### src/rtl/fw_pkg.sv
// fw_pkg: shared state encoding, default parameters and stats widths for the firewall action engine
package fw_pkg;
  typedef enum logic [1:0] {PASS = 2'd0, ALERT = 2'd1, BLOCK = 2'd2, COOLDOWN = 2'd3} fw_state_e;
  localparam int DATA_W = 32;
  localparam int DEF_ALIGN_DELAY = 2;
  localparam int DEF_STRIKE_LIMIT = 3;
  localparam int DEF_ALERT_WINDOW = 8;
  localparam int DEF_BLOCK_CYCLES = 16;
  localparam int DEF_COOLDOWN_CYCLES = 32;
  localparam int DROP_TOTAL_W = 16;
  localparam int BLOCK_EVENTS_W = 8;
  function automatic int cnt_w(input int a, input int b, input int c);
    int m;
    m = (a > b) ? a : b;
    m = (m > c) ? m : c;
    return $clog2(m) + 1;
  endfunction
endpackage

### src/rtl/fw_action_engine_if.sv
// fw_action_engine_if: checker-side inputs and egress/status outputs of the action engine
interface fw_action_engine_if;
  import fw_pkg::*;
  logic [DATA_W-1:0] data_in;
  logic data_valid;
  logic pattern_violation;
  logic signature_flag;
  logic [DATA_W-1:0] data_out;
  logic data_out_valid;
  logic drop;
  logic alert;
  logic block_active;
  logic [3:0] strike_count;
  logic [1:0] fsm_state;
  logic [DROP_TOTAL_W-1:0] drop_total;
  logic [BLOCK_EVENTS_W-1:0] block_events;
  modport master (
    output data_in, data_valid, pattern_violation, signature_flag,
    input data_out, data_out_valid, drop, alert, block_active, strike_count, fsm_state, drop_total, block_events
  );
  modport slave (
    input data_in, data_valid, pattern_violation, signature_flag,
    output data_out, data_out_valid, drop, alert, block_active, strike_count, fsm_state, drop_total, block_events
  );
endinterface

### src/rtl/fw_align_delay.sv
// fw_align_delay: DEPTH-stage shift register with synchronous clear
module fw_align_delay #(
  parameter int DEPTH = 2,
  parameter int WIDTH = 33
) (
  input  logic clk,
  input  logic clr,
  input  logic [WIDTH-1:0] d,
  output logic [WIDTH-1:0] q
);
  logic [DEPTH-1:0][WIDTH-1:0] sr_q, sr_d;
  // shift in at index 0; the oldest stage falls off the top
  always_comb sr_d = (DEPTH*WIDTH)'({sr_q, d});
  always_ff @(posedge clk) begin
    if (clr) sr_q <= '0;
    else sr_q <= sr_d;
  end
  assign q = sr_q[DEPTH-1];
endmodule

### src/rtl/fw_action_engine.sv
// fw_action_engine: aligns data with violation flags and forwards/alerts/drops via a strike-driven PASS/ALERT/BLOCK/COOLDOWN FSM
// Define FW_ACTION_STATS_EN to build the drop_total/block_events counters.
module fw_action_engine
  import fw_pkg::*;
#(
  parameter int ALIGN_DELAY = DEF_ALIGN_DELAY,
  parameter int STRIKE_LIMIT = DEF_STRIKE_LIMIT,
  parameter int ALERT_WINDOW = DEF_ALERT_WINDOW,
  parameter int BLOCK_CYCLES = DEF_BLOCK_CYCLES,
  parameter int COOLDOWN_CYCLES = DEF_COOLDOWN_CYCLES
) (
  input logic clk,
  input logic rst,
  fw_action_engine_if.slave io
);
  localparam int CW = cnt_w(ALERT_WINDOW, BLOCK_CYCLES, COOLDOWN_CYCLES);
  fw_state_e state_q, state_d;
  logic [3:0] strikes_q, strikes_d, strike_inc;
  logic [CW-1:0] cnt_q, cnt_d;
  logic [DATA_W-1:0] aw, data_out_q, data_out_d;
  logic av, hit, esc, entry, kill;
  logic dv_q, dv_d, drop_q, drop_d, alert_q, alert_d, blk_q, blk_d;
  fw_align_delay #(.DEPTH(ALIGN_DELAY), .WIDTH(DATA_W + 1)) u_align (
    .clk(clk),
    .clr(rst),
    .d({io.data_valid, io.data_in}),
    .q({av, aw})
  );
  // one shared counter: each state times only its own window
  always_comb begin
    hit = io.pattern_violation;
    strike_inc = (strikes_q == 4'hF) ? 4'hF : strikes_q + 4'd1;
    esc = io.signature_flag || ({1'b0, strikes_q} + 5'd1 >= 5'(STRIKE_LIMIT));
    state_d = state_q;
    strikes_d = strikes_q;
    cnt_d = cnt_q + 1'b1;
    unique case (state_q)
      PASS, ALERT:
        if (hit) begin
          state_d = esc ? BLOCK : ALERT;
          strikes_d = strike_inc;
          cnt_d = '0;
        end else if (state_q == PASS) cnt_d = '0;
        else if (cnt_q == CW'(ALERT_WINDOW - 1)) begin
          state_d = PASS;
          strikes_d = (strikes_q == 4'd0) ? 4'd0 : strikes_q - 4'd1;
          cnt_d = '0;
        end
      BLOCK:
        if (hit) cnt_d = '0;
        else if (cnt_q == CW'(BLOCK_CYCLES - 1)) begin
          state_d = COOLDOWN;
          cnt_d = '0;
        end
      COOLDOWN:
        if (hit) begin
          state_d = BLOCK;
          cnt_d = '0;
        end else if (cnt_q == CW'(COOLDOWN_CYCLES - 1)) begin
          state_d = PASS;
          strikes_d = '0;
          cnt_d = '0;
        end
    endcase
    entry = (state_d == BLOCK) && (state_q != BLOCK);
    if (entry) strikes_d = '0;
    kill = (state_q == BLOCK) || (state_d == BLOCK);
    dv_d = av && !kill;
    drop_d = av && kill;
    data_out_d = dv_d ? aw : '0;
    alert_d = (state_d == ALERT) || (state_d == COOLDOWN);
    blk_d = state_d == BLOCK;
  end
  always_ff @(posedge clk) begin
    if (rst) begin
      state_q <= PASS;
      strikes_q <= '0;
      cnt_q <= '0;
      data_out_q <= '0;
      dv_q <= 1'b0;
      drop_q <= 1'b0;
      alert_q <= 1'b0;
      blk_q <= 1'b0;
    end else begin
      state_q <= state_d;
      strikes_q <= strikes_d;
      cnt_q <= cnt_d;
      data_out_q <= data_out_d;
      dv_q <= dv_d;
      drop_q <= drop_d;
      alert_q <= alert_d;
      blk_q <= blk_d;
    end
  end
  assign io.data_out = data_out_q;
  assign io.data_out_valid = dv_q;
  assign io.drop = drop_q;
  assign io.alert = alert_q;
  assign io.block_active = blk_q;
  assign io.strike_count = strikes_q;
  assign io.fsm_state = state_q;
`ifdef FW_ACTION_STATS_EN
  logic [DROP_TOTAL_W-1:0] drop_total_q, drop_total_d;
  logic [BLOCK_EVENTS_W-1:0] block_events_q, block_events_d;
  always_comb begin
    drop_total_d = (drop_d && drop_total_q != '1) ? drop_total_q + 1'b1 : drop_total_q;
    block_events_d = (entry && block_events_q != '1) ? block_events_q + 1'b1 : block_events_q;
  end
  always_ff @(posedge clk) begin
    if (rst) begin
      drop_total_q <= '0;
      block_events_q <= '0;
    end else begin
      drop_total_q <= drop_total_d;
      block_events_q <= block_events_d;
    end
  end
  assign io.drop_total = drop_total_q;
  assign io.block_events = block_events_q;
`else
  assign io.drop_total = '0;
  assign io.block_events = '0;
`endif
endmodule

### src/flat_wrapper.sv
// flat-port wrapper written by rule: the top's interface ports become plain ports
module fw_action_engine_flat import fw_pkg::*;
#(
  parameter int ALIGN_DELAY = DEF_ALIGN_DELAY,
  parameter int STRIKE_LIMIT = DEF_STRIKE_LIMIT,
  parameter int ALERT_WINDOW = DEF_ALERT_WINDOW,
  parameter int BLOCK_CYCLES = DEF_BLOCK_CYCLES,
  parameter int COOLDOWN_CYCLES = DEF_COOLDOWN_CYCLES
)
  (clk, rst, io_data_in, io_data_valid, io_pattern_violation, io_signature_flag, io_data_out, io_data_out_valid, io_drop, io_alert, io_block_active, io_strike_count, io_fsm_state, io_drop_total, io_block_events);
  fw_action_engine_if io_i ();
  input logic clk;
  input logic rst;
  input wire logic [$bits(io_i.data_in)-1:0] io_data_in;
  input wire logic [$bits(io_i.data_valid)-1:0] io_data_valid;
  input wire logic [$bits(io_i.pattern_violation)-1:0] io_pattern_violation;
  input wire logic [$bits(io_i.signature_flag)-1:0] io_signature_flag;
  output wire logic [$bits(io_i.data_out)-1:0] io_data_out;
  output wire logic [$bits(io_i.data_out_valid)-1:0] io_data_out_valid;
  output wire logic [$bits(io_i.drop)-1:0] io_drop;
  output wire logic [$bits(io_i.alert)-1:0] io_alert;
  output wire logic [$bits(io_i.block_active)-1:0] io_block_active;
  output wire logic [$bits(io_i.strike_count)-1:0] io_strike_count;
  output wire logic [$bits(io_i.fsm_state)-1:0] io_fsm_state;
  output wire logic [$bits(io_i.drop_total)-1:0] io_drop_total;
  output wire logic [$bits(io_i.block_events)-1:0] io_block_events;
  assign io_i.data_in = io_data_in;
  assign io_i.data_valid = io_data_valid;
  assign io_i.pattern_violation = io_pattern_violation;
  assign io_i.signature_flag = io_signature_flag;
  assign io_data_out = io_i.data_out;
  assign io_data_out_valid = io_i.data_out_valid;
  assign io_drop = io_i.drop;
  assign io_alert = io_i.alert;
  assign io_block_active = io_i.block_active;
  assign io_strike_count = io_i.strike_count;
  assign io_fsm_state = io_i.fsm_state;
  assign io_drop_total = io_i.drop_total;
  assign io_block_events = io_i.block_events;
  fw_action_engine #(.ALIGN_DELAY(ALIGN_DELAY), .STRIKE_LIMIT(STRIKE_LIMIT), .ALERT_WINDOW(ALERT_WINDOW), .BLOCK_CYCLES(BLOCK_CYCLES), .COOLDOWN_CYCLES(COOLDOWN_CYCLES)) u_core (.clk(clk), .rst(rst), .io(io_i));
endmodule
### config.mk
export PLATFORM = sky130hd
export DESIGN_NAME = fw_action_engine_flat
export DESIGN_NICKNAME = d
export VERILOG_FILES = /design/src/rtl/fw_pkg.sv /design/src/rtl/fw_action_engine_if.sv /design/src/rtl/fw_align_delay.sv /design/src/rtl/fw_action_engine.sv /design/src/flat_wrapper.sv
export SDC_FILE = /design/constraint.sdc
export NUM_CORES = 1
export LEC_CHECK = 0
export BUFFER_PORTS_ARGS = -buffer_cell sky130_fd_sc_hd__buf_2
export CAP_MARGIN = 20
export CELL_PAD_IN_SITES_DETAIL_PLACEMENT = 0
export CELL_PAD_IN_SITES_GLOBAL_PLACEMENT = 1
export CORE_MARGIN = 2
export CORE_UTILIZATION = 39
export CTS_CLUSTER_SIZE = 25
export DETAILED_ROUTE_END_ITERATION = 7
export PLACE_DENSITY_LB_ADDON = 0.1
export SLEW_MARGIN = 40
export SYNTH_ARGS = -nofsm -noshare
export SYNTH_HDL_FRONTEND = slang
export SYNTH_SLANG_ARGS = --single-unit
export TNS_END_PERCENT = 100
### constraint.sdc
create_clock -name clk -period 2.4 [get_ports clk]
set_input_delay 0.12 -clock clk [delete_from_list [all_inputs] [get_ports clk]]
set_output_delay 0.12 -clock clk [all_outputs]
set_load 0.005 [all_outputs]
==> results.sh, run 1 <==
export IMPL_synth_ff_type="dfxtp_1"
export IMPL_antenna_found_initial=0
export IMPL_syn_to_final_growth_pct=33.8
export IMPL_routed_wl_um=7010
export IMPL_cts_resized_gates=0
export IMPL_cpMaxStageDelayCell="a222oi_1"
export IMPL_nets=541
export IMPL_clk_insertion_delay_late_ns=0.49
export IMPL_io_pins=103
export IMPL_period_share_pct=89.5
export IMPL_setup_viol=0
export IMPL_cp_buffers_inverters=2
export IMPL_avgSynthCellArea_um2=10.0
export IMPL_viasPerCell=4.20
export IMPL_finClkSkew_ns=0.00757
export IMPL_fill_cells=910
export IMPL_cts_max_level=4
export IMPL_p_leak_uw=0.00230
export IMPL_cts_max_path_buffers=2
export IMPL_r2r_cells=7
export IMPL_peakVddDrop_mv=0.429
export IMPL_reg2reg_from="u_core.io.strike_count[0]"
export IMPL_cts_tree="done"
export IMPL_power_density_mw_per_mm2=923
export IMPL_grt_pass1_vias=2543
export IMPL_crit_arrival_ns=2.52
export IMPL_die_h_um=104
export IMPL_initial_core_util_pct=40.1
export IMPL_drtIter0Drc=67
export IMPL_endpoint_kind="flip-flop"
export IMPL_layout_common_cells="dfxtp_1 (113), buf_2 (78), nor2b_1 (71)"
export IMPL_critPathMaxStageDelay_ns=0.46
export IMPL_max_cap_violations=0
export IMPL_drt_pass1_iter_count=5
export IMPL_root_buffer="clkbuf_8"
export IMPL_worst_hold_path_type="input port to flip-flop"
export IMPL_core_mm2=0.00973
export IMPL_grt_util_all_layers_pct=13.8
export IMPL_layout_drive_gt1_share_pct=23.8
export IMPL_reg2reg_slack_ns=0.25
export IMPL_tns_ns=0
export IMPL_seqCellArea_mm2=0.00226
export IMPL_die_w_um=104
export IMPL_multiInputGateArea_mm2=0.00141
export IMPL_die_area_mm2=0.0108
export IMPL_cts_clk_slew_worst_paths_ns=0.06
export IMPL_synth_edf_count=0
export IMPL_grt_max_degree=50
export IMPL_syn_inst=390
export IMPL_period_needed_ns=2.15
export IMPL_place_congestion=0.826
export IMPL_vias=2716
export IMPL_async_flop_share_pct=0
export IMPL_hold_end="u_core.u_align.sr_d[65]"
export IMPL_startpoint_type="flip-flop"
export IMPL_netlist_area_mm2=0.00390
export IMPL_yosysUniqueCellTypes=47
export IMPL_holdPathStages=2
export IMPL_row_count=36
export IMPL_rsz0062_at_grt="false"
export IMPL_grt_first_pass_wirelength_um=11900
export IMPL_post_cts_buffers=0
export IMPL_cp_top_family="compound AO/OA/AOI/OAI gates"
export IMPL_cp_data_required_time_ns=2.78
export IMPL_dpl_worst_slack_ns=0.287
export IMPL_detail_route_wl_per_cell_um=10.8
export IMPL_ys_seq_area_share_pct=58.0
export IMPL_hold_violations=0
export IMPL_crit_type="flip-flop to flip-flop"
export IMPL_layout_setup_ws_ns=0.252
export IMPL_synth_warnings=0
export IMPL_outcome="finished, final reports clean"
export IMPL_drc=0
export IMPL_io_buffers=78
export IMPL_timing_rr_end="u_core.io.data_out[4]"
export IMPL_worstHoldStart="rst"
export IMPL_cts_buffers=17
export IMPL_final_util_pct=53.6
export IMPL_fmax_mhz=466
export IMPL_slew_viol_final=0
export IMPL_place_hpwl_um=4370
export IMPL_ant_nets=0
export IMPL_diodes=0
export IMPL_worstPathMaxFanout=34
export IMPL_cts_sinks=113
export IMPL_final_common_cell="dfxtp_1"
export IMPL_synth_seq_cells=113
export IMPL_overflow=0
export IMPL_path_cells="inv_1 -> ha_1 -> nor2b_1 -> a211oi_2 -> a222oi_1 -> buf_12 -> nor2_1"
[cells by family after synthesis]
kind of cell,after synthesis,share of synthesized area (%)
AND/OR/NAND/NOR,182,24.3
flip-flops,113,58.0
buffers and inverters,51,8.25
AO/OA/AOI/OAI,32,6.35
adder cells (fa/ha/maj),4,1.28
XOR/XNOR,4,0.898
multiplexers,3,0.802
other,1,0.0962
[synthesized netlist by cell type, drive strengths merged (3+ instances only)]
cell type  number  area, um2
nand2b          4       25.0
nor2b          72        450
nor2           41        154
nand3b          3       22.5
a2111oi         5       50.0
buf            33        254
o21ai           6       30.0
nand2          35        131
or2             3       18.8
xor2            3       26.3
dfxtp         113       2260
inv             5       18.8
a21oi           3       15.0
nor3            7       35.0
a211oi          4       35.0
or3             3       20.0
o21a            3       22.5
nand3           7       40.0
ha              4       50.1
clkbuf         13       48.8
[worst register-to-register path, cell delays in order, from the launching register on]
cell,delay (ns)
dfxtp_1,0.44
inv_1,0.13
ha_1,0.30
nor2b_1,0.26
a211oi_2,0.10
a222oi_1,0.46
buf_12,0.26
nor2_1,0.09
[flip-flops by register name, summed over array words and instances (netlist names), 2 cells and up]
name	count
u_core.cnt_q	6
u_core.io.strike_count	4
u_core.u_align.sr_d	33
u_core.io.data_out	32
u_core.io.fsm_state	2
u_core.u_align.q	33
[worst max path at each step]
stage | from | endpoint | slack (ns) | depth (start not counted)
2_1_floorplan | u_core.io.strike_count[0] | u_core.io.strike_count[0] | 0.53 | 6
3_3_place_gp | u_core.io.strike_count[0] | u_core.io.data_out[6] | 0.32 | 7
3_5_place_dp | u_core.io.strike_count[0] | u_core.io.data_out[20] | 0.29 | 7
4_1_cts | u_core.io.strike_count[0] | u_core.io.data_out[4] | 0.26 | 7
5_1_grt | u_core.io.strike_count[0] | u_core.io.data_out[4] | 0.11 | 7
6_report | u_core.io.strike_count[0] | u_core.io.data_out[4] | 0.25 | 7
[per-layer routing]
layer | GRT usage (%) | vias to the layer above | part of all wire, %
li1 | - | 1435 | -
met1 | 16.4 | 1186 | 45
met2 | 22.5 | 86 | 48
met3 | 4.82 | 9 | 5.5
met4 | 5.89 | 0 | 1.2
met5 | 0 | - | 0
[timing repair]
action / 4_1_cts / 5_1_grt
hold buffers: 33 / 0
setup endpoints to repair: 0 / 0
endpoints found under the hold margin: 33 / 0
[power by group]
group	internal, uW	switching (uW)	leakage [uW]
Clock	1670	839	0.000298
Sequential	1940	33.4	0.000926
Combinational	165	167	0.00108
Total	3780	1040	0.00230
[metrics by stage]
step	hold slack, ns	instance area [um2]	instances	power (uW)
after global placement	0.331	4280	581	2310
after CTS	0.0522	5220	646	4880
after detailed placement	0.332	4280	581	2310
after global routing	0.0806	5220	646	5040
final	0.0747	5220	646	4820
after floorplan	0.248	3990	413	2260
[final cells by class]
cell class,instances,area share (%)
well taps,133,3.19
flip-flops and latches,113,43.3
multi-input cells,249,26.9
clock inverters,12,2.97
clock buffers,20,8.73
repair buffers,114,14.5
inverters,5,0.360
Power figures use the tool's default switching activity.
==> inputs of run 2 (changes only) <==
CORE_UTILIZATION = 30   (was 39)
REMOVE_ABC_BUFFERS = 1   (was unset)
==> results.sh, run 2 (synthesis gave the netlist of run 1 again) <==
export IMPL_fill_cells=1276
export IMPL_initial_core_util_pct=30.8
export IMPL_layout_drive_gt1_share_pct=24.2
export IMPL_max_slew_worst_pin_slew_ns=0.680
export IMPL_layout_common_cells="dfxtp_1 (113), buf_2 (78), nor2b_1 (71)"
export IMPL_critPathMaxStageDelay_ns=0.45
export IMPL_grt_first_pass_wirelength_um=12900
export IMPL_viasPerCell=4.03
export IMPL_die_w_um=118
export IMPL_core_mm2=0.0127
export IMPL_tns_ns=0
export IMPL_die_area_mm2=0.0139
export IMPL_setup_viol=0
export IMPL_drc=0
export IMPL_reg2reg_from="u_core.io.strike_count[0]"
export IMPL_dpl_worst_slack_ns=0.242
export IMPL_place_hpwl_um=4980
export IMPL_worstPathMaxFanout=17
export IMPL_endpoint_kind="flip-flop"
export IMPL_timing_rr_end="u_core.io.data_out[8]"
export IMPL_seqCellArea_mm2=0.00226
export IMPL_sequentialPowerShare_pct=41.8
export IMPL_fmax_mhz=461
export IMPL_pwr_share_clk_pct=50.8
export IMPL_reg2reg_slack_ns=0.23
export IMPL_layout_setup_ws_ns=0.232
export IMPL_worstHoldStart="rst"
export IMPL_grt_max_degree=66
export IMPL_p_int_uw=3600
export IMPL_root_buffer="clkbuf_16"
export IMPL_nets=544
export IMPL_place_congestion=0.724
export IMPL_vias=2772
export IMPL_diodes=0
export IMPL_p_switching_uw=1110
export IMPL_drtIter0Drc=101
export IMPL_cp_data_required_time_ns=2.68
export IMPL_final_common_cell="dfxtp_1"
export IMPL_peakVddDrop_mv=0.511
export IMPL_holdPathStages=2
export IMPL_rsz0062_at_grt="false"
export IMPL_hold_end="u_core.io.fsm_state[1]"
export IMPL_overflow=0
export IMPL_ant_nets=0
export IMPL_cts_sinks=113
export IMPL_row_count=41
export IMPL_die_h_um=118
export IMPL_crit_type="flip-flop to flip-flop"
export IMPL_cts_max_level=4
export IMPL_post_cts_buffers=0
export IMPL_netSwitchingFraction_pct=23.6
export IMPL_drt_pass1_iter_count=4
export IMPL_crit_arrival_ns=2.45
export IMPL_detail_route_wl_per_cell_um=11.4
export IMPL_worst_hold_path_type="input port to flip-flop"
export IMPL_grt_pass1_vias=2631
export IMPL_cp_top_family="compound AO/OA/AOI/OAI gates"
export IMPL_slew_viol_final=0
export IMPL_r2r_cells=7
export IMPL_grt_util_all_layers_pct=11.9
export IMPL_syn_to_final_growth_pct=34.9
export IMPL_finClkSkew_ns=0.00963
export IMPL_startpoint_type="flip-flop"
export IMPL_hold_violations=0
export IMPL_routed_wl_um=7830
export IMPL_cts_clk_slew_worst_paths_ns=0.06
export IMPL_p_leak_uw=0.00228
export IMPL_cts_buffers=17
export IMPL_relSlewSlack_pct=54.7
export IMPL_cts_max_path_buffers=2
export IMPL_io_buffers=78
export IMPL_power_density_mw_per_mm2=896
export IMPL_cts_tree="done"
export IMPL_clk_insertion_delay_late_ns=0.40
export IMPL_cp_buffers_inverters=2
export IMPL_holdWs_ns=0.0592
export IMPL_period_share_pct=90.3
export IMPL_io_pins=103
export IMPL_p_comb_share_pct=7.4
export IMPL_max_cap_violations=0
export IMPL_antenna_found_initial=0
export IMPL_outcome="finished, final reports clean"
export IMPL_period_needed_ns=2.17
export IMPL_multiInputGateArea_mm2=0.00141
export IMPL_path_cells="inv_1 -> ha_1 -> nor2b_1 -> a211oi_2 -> a222oi_1 -> buf_4 -> nor2_1"
export IMPL_cpMaxStageDelayCell="dfxtp_1"
-- run 2: cell type report --
cell class	count	share of cell area, %
clock buffers	19	8.61
clock inverters	13	2.45
inverters	5	0.357
multi-input cells	249	26.8
flip-flops and latches	113	43.0
well taps	172	4.09
repair buffers	117	14.7
-- run 2: power by group through the flow --
stage / logic, uW / clock network [uW] / registers, uW
3_3_place_gp: 310 / 0 / 2010
3_5_place_dp: 310 / 0 / 2010
5_1_grt: 392 / 2560 / 1980
4_1_cts: 353 / 2460 / 1970
6_report: 349 / 2400 / 1970
2_1_floorplan: 170 / 0 / 2010
-- run 2: worst max-delay path by stage --
stage | startpoint | end | depth (start not counted)
floorplan | u_core.io.strike_count[0] | u_core.io.data_out[0] | 6
global placement | u_core.io.strike_count[0] | u_core.io.data_out[29] | 7
detailed placement | u_core.io.strike_count[0] | u_core.io.data_out[29] | 7
CTS | u_core.io.strike_count[0] | u_core.io.data_out[29] | 7
global route | u_core.io.strike_count[0] | u_core.io.data_out[19] | 7
finish | u_core.io.strike_count[0] | u_core.io.data_out[8] | 7
-- run 2: stage by stage --
step | std cells | total power [uW] | instance area, um2 | util (%)
2_1_floorplan | 367 | 2180 | 3680 | -
3_3_place_gp | 622 | 2320 | 4330 | 34.2
3_5_place_dp | 622 | 2320 | 4330 | 34.2
4_1_cts | 687 | 4790 | 5250 | 41.4
5_1_grt | 688 | 4930 | 5260 | 41.5
6_report | 688 | 4720 | 5260 | 41.5
-- run 2: worst register-to-register path: cells and delay by family, from the launching register on --
kind | cells | cell delay [ns]
and+or+nand+nor | 2 | 0.35
adders and majority gates | 1 | 0.32
DFF | 1 | 0.45
buffers and inverters | 2 | 0.46
AOI/OAI and AO/OA | 2 | 0.48
-- run 2: per-layer routing --
layer / routed length, um / GRT usage (%) / vias to the layer above
li1: - / - / 1435
met1: 3810 / 14.9 / 1253
met2: 3500 / 18.2 / 75
met3: 426 / 4.99 / 9
met4: 87 / 4.37 / 0
met5: 0 / 0 / -
-- run 2: what timing repair did --
| item | 4_1_cts | 5_1_grt |
|---|---|---|
| hold buffers | 33 | 0 |
| endpoints found under the hold margin | 33 | 0 |
| gates resized for setup | 0 | 0 |
==> inputs of run 3 (changes only) <==
CTS_BUF_LIST = sky130_fd_sc_hd__clkbuf_4 sky130_fd_sc_hd__clkbuf_8   (was unset)
PLACE_DENSITY_LB_ADDON = 0.15   (was 0.1)
==> results.sh, run 3 (synthesis gave the netlist of run 1 again) <==
export IMPL_syn_to_final_growth_pct=30.3
export IMPL_place_congestion=0.769
export IMPL_io_buffers=78
export IMPL_stdcell_area_mm2=0.00508
export IMPL_finClkSkew_ns=0.00641
export IMPL_drt_pass1_iter_count=5
export IMPL_die_w_um=118
export IMPL_p_switching_uw=889
export IMPL_cp_buffers_inverters=2
export IMPL_holdWs_ns=0.148
export IMPL_cts_max_path_buffers=2
export IMPL_placed_cell_area_mm2=0.00434
export IMPL_postCtsHoldBufs=33
export IMPL_pwr_share_clk_pct=42.4
export IMPL_cts_buffers=17
export IMPL_startpoint_type="flip-flop"
export IMPL_diodes=0
export IMPL_place_inst=621
export IMPL_critPathMaxStageDelay_ns=0.45
export IMPL_initial_core_util_pct=30.8
export IMPL_cp_data_required_time_ns=2.69
export IMPL_fmax_mhz=471
export IMPL_p_int_uw=3150
export IMPL_grt_util_all_layers_pct=11.7
export IMPL_cts_resized_gates=0
export IMPL_cpMaxStageDelayCell="a222oi_1"
export IMPL_drtIter0Drc=127
export IMPL_cts_tree="done"
export IMPL_row_count=41
export IMPL_crit_arrival_ns=2.42
export IMPL_cts_clk_slew_worst_paths_ns=0.06
export IMPL_cts_max_level=4
export IMPL_power_density_mw_per_mm2=794
export IMPL_p_leak_uw=0.00221
export IMPL_relSlewSlack_pct=63.5
export IMPL_slew_viol_final=0
export IMPL_antenna_found_initial=0
export IMPL_post_cts_buffers=0
export IMPL_die_area_mm2=0.0139
export IMPL_worstPathMaxFanout=34
export IMPL_p_comb_share_pct=8.8
export IMPL_period_share_pct=88.5
export IMPL_totalPowerFinal_uw=4040
export IMPL_period_needed_ns=2.13
export IMPL_place_hpwl_um=4740
export IMPL_peakVddDrop_mv=0.377
export IMPL_nets=543
export IMPL_overflow=0
export IMPL_endpoint_kind="flip-flop"
export IMPL_viasPerCell=3.98
export IMPL_io_pins=103
export IMPL_fin_cells=683
export IMPL_ant_nets=0
export IMPL_rsz0062_at_grt="false"
export IMPL_grt_pass1_vias=2714
export IMPL_detail_route_wl_per_cell_um=11.2
export IMPL_root_buffer="clkbuf_8"
export IMPL_die_h_um=118
export IMPL_clk_insertion_delay_late_ns=0.40
export IMPL_outcome="finished, final reports clean"
export IMPL_core_mm2=0.0127
export IMPL_sequentialPowerShare_pct=48.8
export IMPL_grt_first_pass_wirelength_um=12900
export IMPL_layout_common_cells="dfxtp_1 (113), buf_2 (78), nor2b_1 (71)"
export IMPL_final_common_cell="dfxtp_1"
export IMPL_path_cells="inv_1 -> ha_1 -> nor2b_1 -> a211oi_2 -> a222oi_1 -> buf_12 -> nor2_1"
export IMPL_max_slew_worst_pin_slew_ns=0.547
export IMPL_cp_top_family="compound AO/OA/AOI/OAI gates"
export IMPL_worst_hold_path_type="input port to flip-flop"
export IMPL_max_cap_violations=0
export IMPL_grt_max_degree=56
export IMPL_layout_drive_gt1_share_pct=23.5
export IMPL_cts_sinks=113
export IMPL_netSwitchingFraction_pct=22.0
export IMPL_routed_wl_um=7650
export IMPL_drc=0
export IMPL_hold_violations=0
export IMPL_crit_type="flip-flop to flip-flop"
export IMPL_setup_viol=0
export IMPL_vias=2717
-- run 3: final timing paths --
| check | start | end | slack [ns] | cells past startpoint |
|---|---|---|---|---|
| worst min register to register | u_core.u_align.q[9] | u_core.io.data_out[9] | 0.41 | 2 |
| worst max register to register | u_core.io.strike_count[0] | u_core.io.data_out[4] | 0.27 | 7 |
| worst min-delay path | rst | u_core.u_align.q[6] | 0.15 | 2 |
| worst max-delay path | u_core.io.strike_count[0] | u_core.io.data_out[4] | 0.27 | 7 |
-- run 3: final cells by class --
type,instances,area (um2)
clock buffers,23,304
multi-input cells,249,1410
flip-flops and latches,113,2260
fillers,1253,7590
inverters,5,18.8
well taps,172,215
repair buffers,116,791
clock inverters,5,80.1
-- run 3: metrics by stage --
| stage | util (%) | setup TNS, ns | worst slack, ns |
|---|---|---|---|
| global placement | 34.2 | 0 | 0.352 |
| detailed placement | 34.2 | 0 | 0.288 |
| CTS | 39.9 | 0 | 0.266 |
| global route | 40.1 | 0 | 0.0825 |
| finish | 40.1 | 0 | 0.275 |
| floorplan | - | -34.60 | -1.02 |
-- run 3: routing by layer --
layer	wire length, um	track usage (%)	part of all wire, %
met5	0	0	0
met4	87	4.97	1.1
met3	468	5.33	6.1
met2	3530	18.3	46
met1	3560	14.0	47
-- run 3: power groups by stage --
stage / registers, uW / clock network, uW / logic (uW)
after CTS: 1970 / 1770 / 356
after floorplan: 2010 / 0 / 170
after global routing: 1980 / 1860 / 400
after global placement: 2010 / 0 / 314
final: 1970 / 1710 / 354
after detailed placement: 2010 / 0 / 313
-- run 3: worst register-to-register path: stages (launching register included) --
cell and delay [ns]:
dfxtp_1 0.44, inv_1 0.13, ha_1 0.31, nor2b_1 0.23, a211oi_2 0.10, a222oi_1 0.45
buf_12 0.25, nor2_1 0.10
